===== src/rtl/rr_arb_pkg.sv =====
// Shared types and constants for the round-robin arbiters.
// The packet-lock state type is used only by builds that define RR_ARBITER8_LOCK_EN.
package rr_arb_pkg;

  localparam int unsigned NREQ  = 8;
  localparam int unsigned SEL_W = 3;

  typedef logic [SEL_W-1:0] sel_t;

  typedef enum logic [0:0] {
    UNLOCKED = 1'b0,
    LOCKED   = 1'b1
  } arb_state_e;

  // One-hot decode of a requester index.
  function automatic logic [NREQ-1:0] sel_onehot(input sel_t s);
    return NREQ'(1) << s;
  endfunction

endpackage


===== src/rtl/rr_arbiter8_if.sv =====
// Requester and consumer channel of rr_arbiter8.
// recv_last is present only when RR_ARBITER8_LOCK_EN is defined.
interface rr_arbiter8_if #(
  parameter int unsigned NBITS = 32
) ();
  import rr_arb_pkg::*;

  logic [NREQ*NBITS-1:0] recv_msg;
  logic [NREQ-1:0]       recv_val;
  logic [NREQ-1:0]       recv_rdy;
`ifdef RR_ARBITER8_LOCK_EN
  logic [NREQ-1:0]       recv_last;
`endif
  logic [NBITS-1:0]      send_msg;
  logic                  send_val;
  logic                  send_rdy;
  sel_t                  grant_id;

  // master: the arbiter; slave: producers and consumer around it
`ifdef RR_ARBITER8_LOCK_EN
  modport master (
    input  recv_msg, recv_val, recv_last, send_rdy,
    output recv_rdy, send_msg, send_val, grant_id
  );
  modport slave (
    output recv_msg, recv_val, recv_last, send_rdy,
    input  recv_rdy, send_msg, send_val, grant_id
  );
`else
  modport master (
    input  recv_msg, recv_val, send_rdy,
    output recv_rdy, send_msg, send_val, grant_id
  );
  modport slave (
    output recv_msg, recv_val, send_rdy,
    input  recv_rdy, send_msg, send_val, grant_id
  );
`endif

endinterface


===== src/rtl/rr_pick8.sv =====
// Combinational round-robin pick: first set bit of req at or after ptr, wrapping mod 8.
module rr_pick8
  import rr_arb_pkg::*;
(
  input  logic [NREQ-1:0] req,
  input  sel_t            ptr,
  output logic            any,
  output sel_t            idx
);

  logic [2*NREQ-1:0] dbl;
  logic [NREQ-1:0]   rot;
  logic              found;

  // Rotate so ptr sits at bit 0, priority-encode, then rotate the index back.
  always_comb begin
    dbl   = {req, req} >> ptr;
    rot   = dbl[NREQ-1:0];
    any   = |req;
    idx   = '0;
    found = 1'b0;
    for (int unsigned i = 0; i < NREQ; i++) begin
      if (!found && rot[i]) begin
        found = 1'b1;
        idx   = ptr + sel_t'(i);
      end
    end
  end

endmodule


===== src/rtl/rr_arbiter8.sv =====
// Eight-way round-robin arbiter with a one-entry registered output buffer.
// Define RR_ARBITER8_LOCK_EN to hold the grant on one lane until recv_last.
module rr_arbiter8
  import rr_arb_pkg::*;
#(
  parameter int unsigned NBITS = 32
) (
  input  logic          clk,
  input  logic          reset,
  rr_arbiter8_if.master bus
);

  logic [NREQ-1:0]  req_c;
  logic             load_c;
  logic             any_c;
  logic             xfer_c;
  sel_t             idx_c;
  sel_t             ptr;
  logic [NBITS-1:0] win_msg_c;

`ifdef RR_ARBITER8_LOCK_EN
  arb_state_e state;
  sel_t       owner;

  // While locked, only the owning lane is eligible.
  always_comb begin
    req_c = bus.recv_val;
    if (state == LOCKED) begin
      req_c = bus.recv_val & sel_onehot(owner);
    end
  end
`else
  always_comb begin
    req_c = bus.recv_val;
  end
`endif

  rr_pick8 u_pick (
    .req (req_c),
    .ptr (ptr),
    .any (any_c),
    .idx (idx_c)
  );

  // Buffer can take a word when empty or draining this cycle.
  assign load_c = !bus.send_val || bus.send_rdy;
  assign xfer_c = !reset && load_c && any_c;

  always_comb begin
    bus.recv_rdy = '0;
    if (xfer_c) begin
      bus.recv_rdy = sel_onehot(idx_c);
    end
  end

  always_comb begin
    win_msg_c = '0;
    for (int unsigned i = 0; i < NREQ; i++) begin
      if (idx_c == sel_t'(i)) begin
        win_msg_c = bus.recv_msg[i*NBITS +: NBITS];
      end
    end
  end

  // Output buffer, priority pointer and optional packet lock.
  always_ff @(posedge clk) begin
    if (reset) begin
      bus.send_val <= 1'b0;
      bus.send_msg <= '0;
      bus.grant_id <= '0;
      ptr          <= '0;
`ifdef RR_ARBITER8_LOCK_EN
      state        <= UNLOCKED;
      owner        <= '0;
`endif
    end else begin
      if (xfer_c) begin
        bus.send_val <= 1'b1;
        bus.send_msg <= win_msg_c;
        bus.grant_id <= idx_c;
`ifdef RR_ARBITER8_LOCK_EN
        // Pointer advances only when a packet ends, so a packet is one grant.
        if (!bus.recv_last[idx_c]) begin
          state <= LOCKED;
          owner <= idx_c;
        end else begin
          state <= UNLOCKED;
          ptr   <= idx_c + sel_t'(1);
        end
`else
        ptr          <= idx_c + sel_t'(1);
`endif
      end else if (bus.send_rdy) begin
        bus.send_val <= 1'b0;
      end
    end
  end

endmodule


===== src/flat_wrapper.sv =====
// flat-port wrapper written by rule: the top's interface ports become plain ports
module rr_arbiter8_flat import rr_arb_pkg::*;
#(
  parameter int unsigned NBITS = 32
)
  (clk, reset, bus_recv_msg, bus_recv_val, bus_send_rdy, bus_recv_rdy, bus_send_msg, bus_send_val, bus_grant_id);
  rr_arbiter8_if #(.NBITS(NBITS)) bus_i ();
  input  logic clk;
  input  logic reset;
  input wire logic [$bits(bus_i.recv_msg)-1:0] bus_recv_msg;
  input wire logic [$bits(bus_i.recv_val)-1:0] bus_recv_val;
  input wire logic [$bits(bus_i.send_rdy)-1:0] bus_send_rdy;
  output wire logic [$bits(bus_i.recv_rdy)-1:0] bus_recv_rdy;
  output wire logic [$bits(bus_i.send_msg)-1:0] bus_send_msg;
  output wire logic [$bits(bus_i.send_val)-1:0] bus_send_val;
  output wire logic [$bits(bus_i.grant_id)-1:0] bus_grant_id;
  assign bus_i.recv_msg = bus_recv_msg;
  assign bus_i.recv_val = bus_recv_val;
  assign bus_i.send_rdy = bus_send_rdy;
  assign bus_recv_rdy = bus_i.recv_rdy;
  assign bus_send_msg = bus_i.send_msg;
  assign bus_send_val = bus_i.send_val;
  assign bus_grant_id = bus_i.grant_id;
  rr_arbiter8 #(.NBITS(NBITS)) u_core (.clk(clk), .reset(reset), .bus(bus_i));
endmodule

===== config.mk =====
export PLATFORM = sky130hd
export DESIGN_NAME = rr_arbiter8_flat
export DESIGN_NICKNAME = d
export VERILOG_FILES = /design/src/rtl/rr_arb_pkg.sv /design/src/rtl/rr_arbiter8_if.sv /design/src/rtl/rr_pick8.sv /design/src/rtl/rr_arbiter8.sv /design/src/flat_wrapper.sv
export SDC_FILE = /design/constraint.sdc
export NUM_CORES = 1
export LEC_CHECK = 0
export BUFFER_PORTS_ARGS = -buffer_cell sky130_fd_sc_hd__buf_2
export CAP_MARGIN = 40
export CORE_ASPECT_RATIO = 0.9
export CORE_MARGIN = 2
export CORE_UTILIZATION = 25
export CTS_BUF_LIST = sky130_fd_sc_hd__clkbuf_16
export CTS_CLUSTER_DIAMETER = 30
export CTS_CLUSTER_SIZE = 8
export DETAILED_ROUTE_END_ITERATION = 16
export SLEW_MARGIN = 20
export SYNTH_ARGS = -nofsm -noshare
export SYNTH_HDL_FRONTEND = slang
export SYNTH_HIERARCHICAL = 1
export SYNTH_SLANG_ARGS = --single-unit

===== constraint.sdc =====
create_clock -name clk -period 4.8 [get_ports clk]
set_input_delay 0.72 -clock clk [delete_from_list [all_inputs] [get_ports clk]]
set_output_delay 0.72 -clock clk [all_outputs]
set_load 0.02 [all_outputs]

Yosys cells after proc, flatten, opt, wreduce, memory -nomap -nowiden:

Index checks and enable logic that the tools add are counted.

* output and inout bits: 44
* input port bits: 267
* logic and storage cells: 69
* register bits after elaboration: 39

* add/sub/neg operators: 8
* muxes and demuxes: 26
* shift-type cells: 2
* eq/ne operators: 7
* reductions and logical operators: 22

Operators with widths (count)
* two-way mux 32 bit: 8
* two-way mux 3 bit: 8
* >> shifter 16 x 3 -> 8 bit: 1
* adder 3 bit, second input constant: 4
* == test 3 bit, second input constant: 4
* logical AND 1 bit: 9
* zero test 1 bit: 9
* two-way mux 1 bit: 9
* two-way mux 8 bit: 1
* OR reduction 8 bit: 1
* << shifter 1 x 3 -> 8 bit, first input constant: 1
* adder 3 x 1 -> 3 bit, second input constant: 2
* adder 3 x 2 -> 3 bit, second input constant: 2
* == test 3 x 2 -> 1 bit, second input constant: 2
* == test 3 x 1 -> 1 bit, second input constant: 1
* zero test 3 bit: 1
* nonzero test 2 bit: 1
* logical OR 1 bit: 1

Depth between registers and ports, before layout:

* depth after elaboration: 32
* gate-level depth with buffers: 18
* depth with buffers taken out: 13

By module:

Netlist, hierarchy kept.

Modules (own cells, without submodules)
* rr_arbiter8: sequential area each 780.7 um^2, area each 4195.3 um^2, cells each 566, times used 1
* rr_pick8: sequential area each 0.0 um^2, area each 723.2 um^2, cells each 81, times used 1

Worst setup path before layout:

OpenSTA, ideal clock, no wires.

* kind: input port to output port
* start: input port bus_recv_val[1]
* end: output port bus_recv_rdy[3]
* slack: 0.448 ns
* data required time: 4.080 ns
* buffers on the path: 4
* arrival: 3.632 ns
* stages on the path: 13
* cell sequence: mux4_1 mux2i_4 nand4_2 a2111oi_0 nor2_1 o21a_1 buf_4 inv_1 clkbuf_1 ha_1 buf_2 buf_2 and2_1

* longest elaborated chain between the ends: 25
* elaborated cells on any way between the ends: 34
* those cells by class: shift (2); mux (16); reduce/logical (16)

RTL lines
* start: declaration: RTL line flat_wrapper.sv:11 `input wire logic [$bits(bus_i.recv_val)-1:0] bus_recv_val;`
* >> shifter 16 x 3 -> 8 bit (*): RTL line rr_pick8.sv:17 `dbl = {req, req} >> ptr;`
* two-way mux 1 bit: RTL line rr_pick8.sv:23 `if (!found && rot[i]) begin`
* zero test 1 bit: RTL line rr_pick8.sv:23
* logical AND 1 bit: RTL line rr_pick8.sv:23
* two-way mux 1 bit: RTL line rr_pick8.sv:23
* zero test 1 bit: RTL line rr_pick8.sv:23
* logical AND 1 bit: RTL line rr_pick8.sv:23
* two-way mux 1 bit: RTL line rr_pick8.sv:23
* [... 10 more ...]
* logical AND 1 bit: RTL line rr_pick8.sv:23
* two-way mux 1 bit: RTL line rr_pick8.sv:23
* zero test 1 bit: RTL line rr_pick8.sv:23
* logical AND 1 bit: RTL line rr_pick8.sv:23
* two-way mux 3 bit (*): RTL line rr_pick8.sv:23
* via u_core.idx_c[2]: RTL line rr_arbiter8.sv:17 `sel_t idx_c;`
* << shifter 1 x 3 -> 8 bit (*): RTL line rr_arb_pkg.sv:17 `return NREQ'(1) << s;`
* two-way mux 8 bit (*): RTL line rr_arbiter8.sv:51 `if (xfer_c) begin`
* end: declaration: RTL line flat_wrapper.sv:13 `output wire logic [$bits(bus_i.recv_rdy)-1:0] bus_recv_rdy;`

The timed path passes the listed nets; every way through them passes the cells marked *.

Worst setup path after layout:

* start: register u_core.ptr[0]
* end: output port bus_recv_rdy[3]

* longest elaborated chain between the ends: 25
* elaborated cells on any way between the ends: 39
* those cells by class: add/sub (7); shift (2); mux (16); reduce/logical (14)

RTL lines
* start: declaration: RTL line rr_arbiter8.sv:18 `sel_t ptr;`
* start signal: assignment: RTL line rr_arbiter8.sv:91 `ptr <= idx_c + sel_t'(1);`
* >> shifter 16 x 3 -> 8 bit: RTL line rr_pick8.sv:17
* two-way mux 1 bit: RTL line rr_pick8.sv:23
* zero test 1 bit: RTL line rr_pick8.sv:23
* logical AND 1 bit: RTL line rr_pick8.sv:23
* two-way mux 1 bit: RTL line rr_pick8.sv:23
* zero test 1 bit: RTL line rr_pick8.sv:23
* logical AND 1 bit: RTL line rr_pick8.sv:23
* two-way mux 1 bit: RTL line rr_pick8.sv:23
* [... 10 more ...]
* logical AND 1 bit: RTL line rr_pick8.sv:23
* two-way mux 1 bit: RTL line rr_pick8.sv:23
* zero test 1 bit: RTL line rr_pick8.sv:23
* logical AND 1 bit: RTL line rr_pick8.sv:23
* two-way mux 3 bit (*): RTL line rr_pick8.sv:23
* via u_core.idx_c[0]: RTL line rr_arbiter8.sv:17
* << shifter 1 x 3 -> 8 bit (*): RTL line rr_arb_pkg.sv:17
* two-way mux 8 bit (*): RTL line rr_arbiter8.sv:51

Marks and branches as above.

==> impl_metrics.env <==
export IMPL_worstSetupStartpointType="register"
export IMPL_worstMarginPinSlew_ns=0.715
export IMPL_hold_viol=0
export IMPL_dp_cells=1172
export IMPL_rows=48
export IMPL_final_cell_mix="buf_2, a21oi_1, nand3_1"
export IMPL_clock_latency_ns=0.29
export IMPL_leakage_uw=0.00306
export IMPL_clock_sinks=39
export IMPL_area_delta_synth_final_pct=39.9
export IMPL_cts_buffers_inserted=5
export IMPL_fin_skew_ns=0.00648
export IMPL_p_sw_uw=2790
export IMPL_cp_arrival_ns=3.78
export IMPL_finalCriticalPeriod_ns=4.50
export IMPL_p_per_area_mw_per_mm2=759
export IMPL_status="complete, no violations"
export IMPL_vdd_ir_drop_worst_uv=359
export IMPL_cp_required_ns=4.08
export IMPL_finalSetupTns_ns=0
export IMPL_rsz0062_at_grt="no"
export IMPL_htreeDepth=2
export IMPL_fp_coreArea_sq_mm=0.0192
export IMPL_placed_cell_area_sq_mm=0.00673
export IMPL_post_cts_buffers=0
export IMPL_cts_root_buf="clkbuf_16"
export IMPL_grt_max_degree=41
export IMPL_clock_path_buffers=2
export IMPL_die_y_microns=137
export IMPL_drt_total_wl_microns=22900
export IMPL_drv_slew=0
export IMPL_synth_edf_count=0
export IMPL_p_sw_share_pct=53.4
export IMPL_drt_vias_per_instance=5.46
export IMPL_synth_ff_latch_count=39
export IMPL_ys_warn_count=6
export IMPL_nets=1204
export IMPL_hpwl_microns=18000
export IMPL_start_util_pct=25.6
export IMPL_grt_pass1_vias=6274
export IMPL_synth_cell_types=61
export IMPL_instances_no_fill=1181
export IMPL_die_area_sq_mm=0.0208
export IMPL_stdcell_area_sq_mm=0.00688
export IMPL_cp_end_kind="output port"
export IMPL_hp_class="register to register"
export IMPL_clk_pin_slew_ns=0.06
export IMPL_internal_power_uw=2430
export IMPL_async_reset_ff_share_pct=0
export IMPL_syn_inst=647
export IMPL_wl_per_cell_microns=19.4
export IMPL_grt_antenna_before_repair=3
export IMPL_grt_remaining_overflow=0
export IMPL_final_common_cell="buf_2"
export IMPL_synth_flop_cell="dfxtp_1"
export IMPL_first_pass_iters=5
export IMPL_syn_cell_area_sq_mm=0.00492
export IMPL_pwr_share_seq_pct=9.8
export IMPL_maxCapViolations=0
export IMPL_syn_area_per_cell_sq_um=7.60
export IMPL_comb_power_share_pct=83.7
export IMPL_drt_iter0_markers=421
export IMPL_cts_tree="done"
export IMPL_syn_nets=922
export IMPL_power_frac_clock_pct=6.5
export IMPL_port_buffers=310
export IMPL_ys_seq_area_share_pct=15.9
export IMPL_antenna_left=0
export IMPL_crit_type="register to output port"
export IMPL_grt_pass1_wl_microns=34000
export IMPL_fmax_mhz=222
export IMPL_drc=0
export IMPL_layout_drive_gt1_share_pct=41.1
export IMPL_ctsHoldBuffers=0
export IMPL_slew_limit_headroom_pct=52.2
export IMPL_period_share_pct=93.8
export IMPL_grt_usage_pct=20.6
export IMPL_critPathMaxFanout=24
export IMPL_via_count=6454
export IMPL_final_setup_viol_count=0
export IMPL_design_portCount=311
export IMPL_place_congestion=0.856
export IMPL_die_width_microns=152
## layer usage
metal	part of all wire [%]	up-vias	GRT usage, %	wire [microns]
li1	-	3060	-	-
met1	40	2976	24.4	9110
met2	49	369	36.4	11200
met3	8.1	47	4.69	1850
met4	3.4	2	8.31	774
met5	0.057	-	0	13
## cell usage after synthesis (all sizes together) (4+ instances only)
library cell | instances | share of area (%)
mux2 | 4 | 0.99
a221oi | 8 | 1.4
o22ai | 7 | 0.89
a211oi | 4 | 0.61
nand3 | 51 | 5.2
nand2 | 50 | 3.8
nor2b | 40 | 5.1
dfxtp | 39 | 16
a22oi | 41 | 6.3
nand3b | 40 | 6.1
nor3b | 4 | 0.71
mux4 | 9 | 4.4
nor2 | 7 | 0.53
a22o | 25 | 4.5
o21ai | 32 | 3.3
nand2b | 34 | 4.3
inv | 16 | 1.2
ha | 8 | 2.0
nor4 | 4 | 1.1
and2 | 7 | 0.89
or3 | 4 | 0.51
clkbuf | 31 | 2.4
a221o | 24 | 4.9
o2111ai | 26 | 4.6
buf | 38 | 4.6
a21oi | 60 | 6.2
mux2i | 4 | 1.3
o41ai | 7 | 2.3
## cells by family after synthesis
family / count (synthesis) / share of synthesized area, %
buf+inv: 85 / 8.19
simple gates: 250 / 29.6
mux: 17 / 6.66
compound gates: 248 / 37.6
flops: 39 / 15.9
fa+ha+maj: 8 / 2.04
## cell type report
| class | count | area, sq um |
|---|---|---|
| tap | 250 | 313 |
| clock inverter | 3 | 15.0 |
| fill | 2086 | 12300 |
| multi-input combinational | 523 | 3760 |
| sequential | 39 | 782 |
| timing repair buffer | 344 | 1820 |
| antenna | 1 | 2.50 |
| inverter | 16 | 60.1 |
| clock buffer | 5 | 125 |
## power by group through the flow
stage | Sequential (uW) | Clock, uW | Combinational (uW)
after global placement | 518 | 0 | 4310
after global routing | 525 | 362 | 4760
final | 512 | 340 | 4370
after CTS | 513 | 352 | 4360
after detailed placement | 520 | 0 | 4340
after floorplan | 603 | 0 | 3040
## flip-flops by register name, summed over array words and instances, names as in the netlist
name                 count
u_core/ptr               3
u_core/bus.grant_id      3
u_core/bus.send_msg     32
u_core/bus.send_val      1
## repair_timing
action	CTS	global route
gates resized for setup	0	2
setup endpoints to repair	0	1
endpoints found under the hold margin	0	0
## critical path, stage by stage, from the launching register on
cell,delay (ns)
dfxtp_2,0.48
mux4_2,0.62
mux2i_4,0.25
nand4_2,0.25
or3_1,0.46
a32oi_1,0.24
buf_4,0.17
ha_1,0.18
ha_2,0.26
buf_6,0.25
and2_1,0.16
buf_2,0.16
## path summary, 6_finish.rpt
| check | start | endpoint | slack (ns) | cells after the start |
|---|---|---|---|---|
| worst max-delay path | u_core/ptr[0]$_SDFFE_PP0P_ | bus_recv_rdy[3] | 0.30 | 11 |
| worst min-delay path | u_core/bus.send_msg[8]$_SDFFE_PP0P_ | u_core/bus.send_msg[8]$_SDFFE_PP0P_ | 0.50 | 2 |
| worst max register to register | u_core/ptr[0]$_SDFFE_PP0P_ | u_core/bus.send_msg[1]$_SDFFE_PP0P_ | 0.56 | 13 |
| worst min register to register | u_core/bus.send_msg[8]$_SDFFE_PP0P_ | u_core/bus.send_msg[8]$_SDFFE_PP0P_ | 0.50 | 2 |
## per-stage QoR
stage	total power, uW	worst slack, ns	util, %	hold slack (ns)
after floorplan	3640	0.448	-	0.470
after global routing	5650	0.0567	35.8	0.537
final	5220	0.299	35.8	0.504
after global placement	4830	0.230	34.9	0.481
after detailed placement	4860	0.243	35.0	0.487
after CTS	5230	0.0532	35.8	0.504
(Power assumes the default switching activity.)
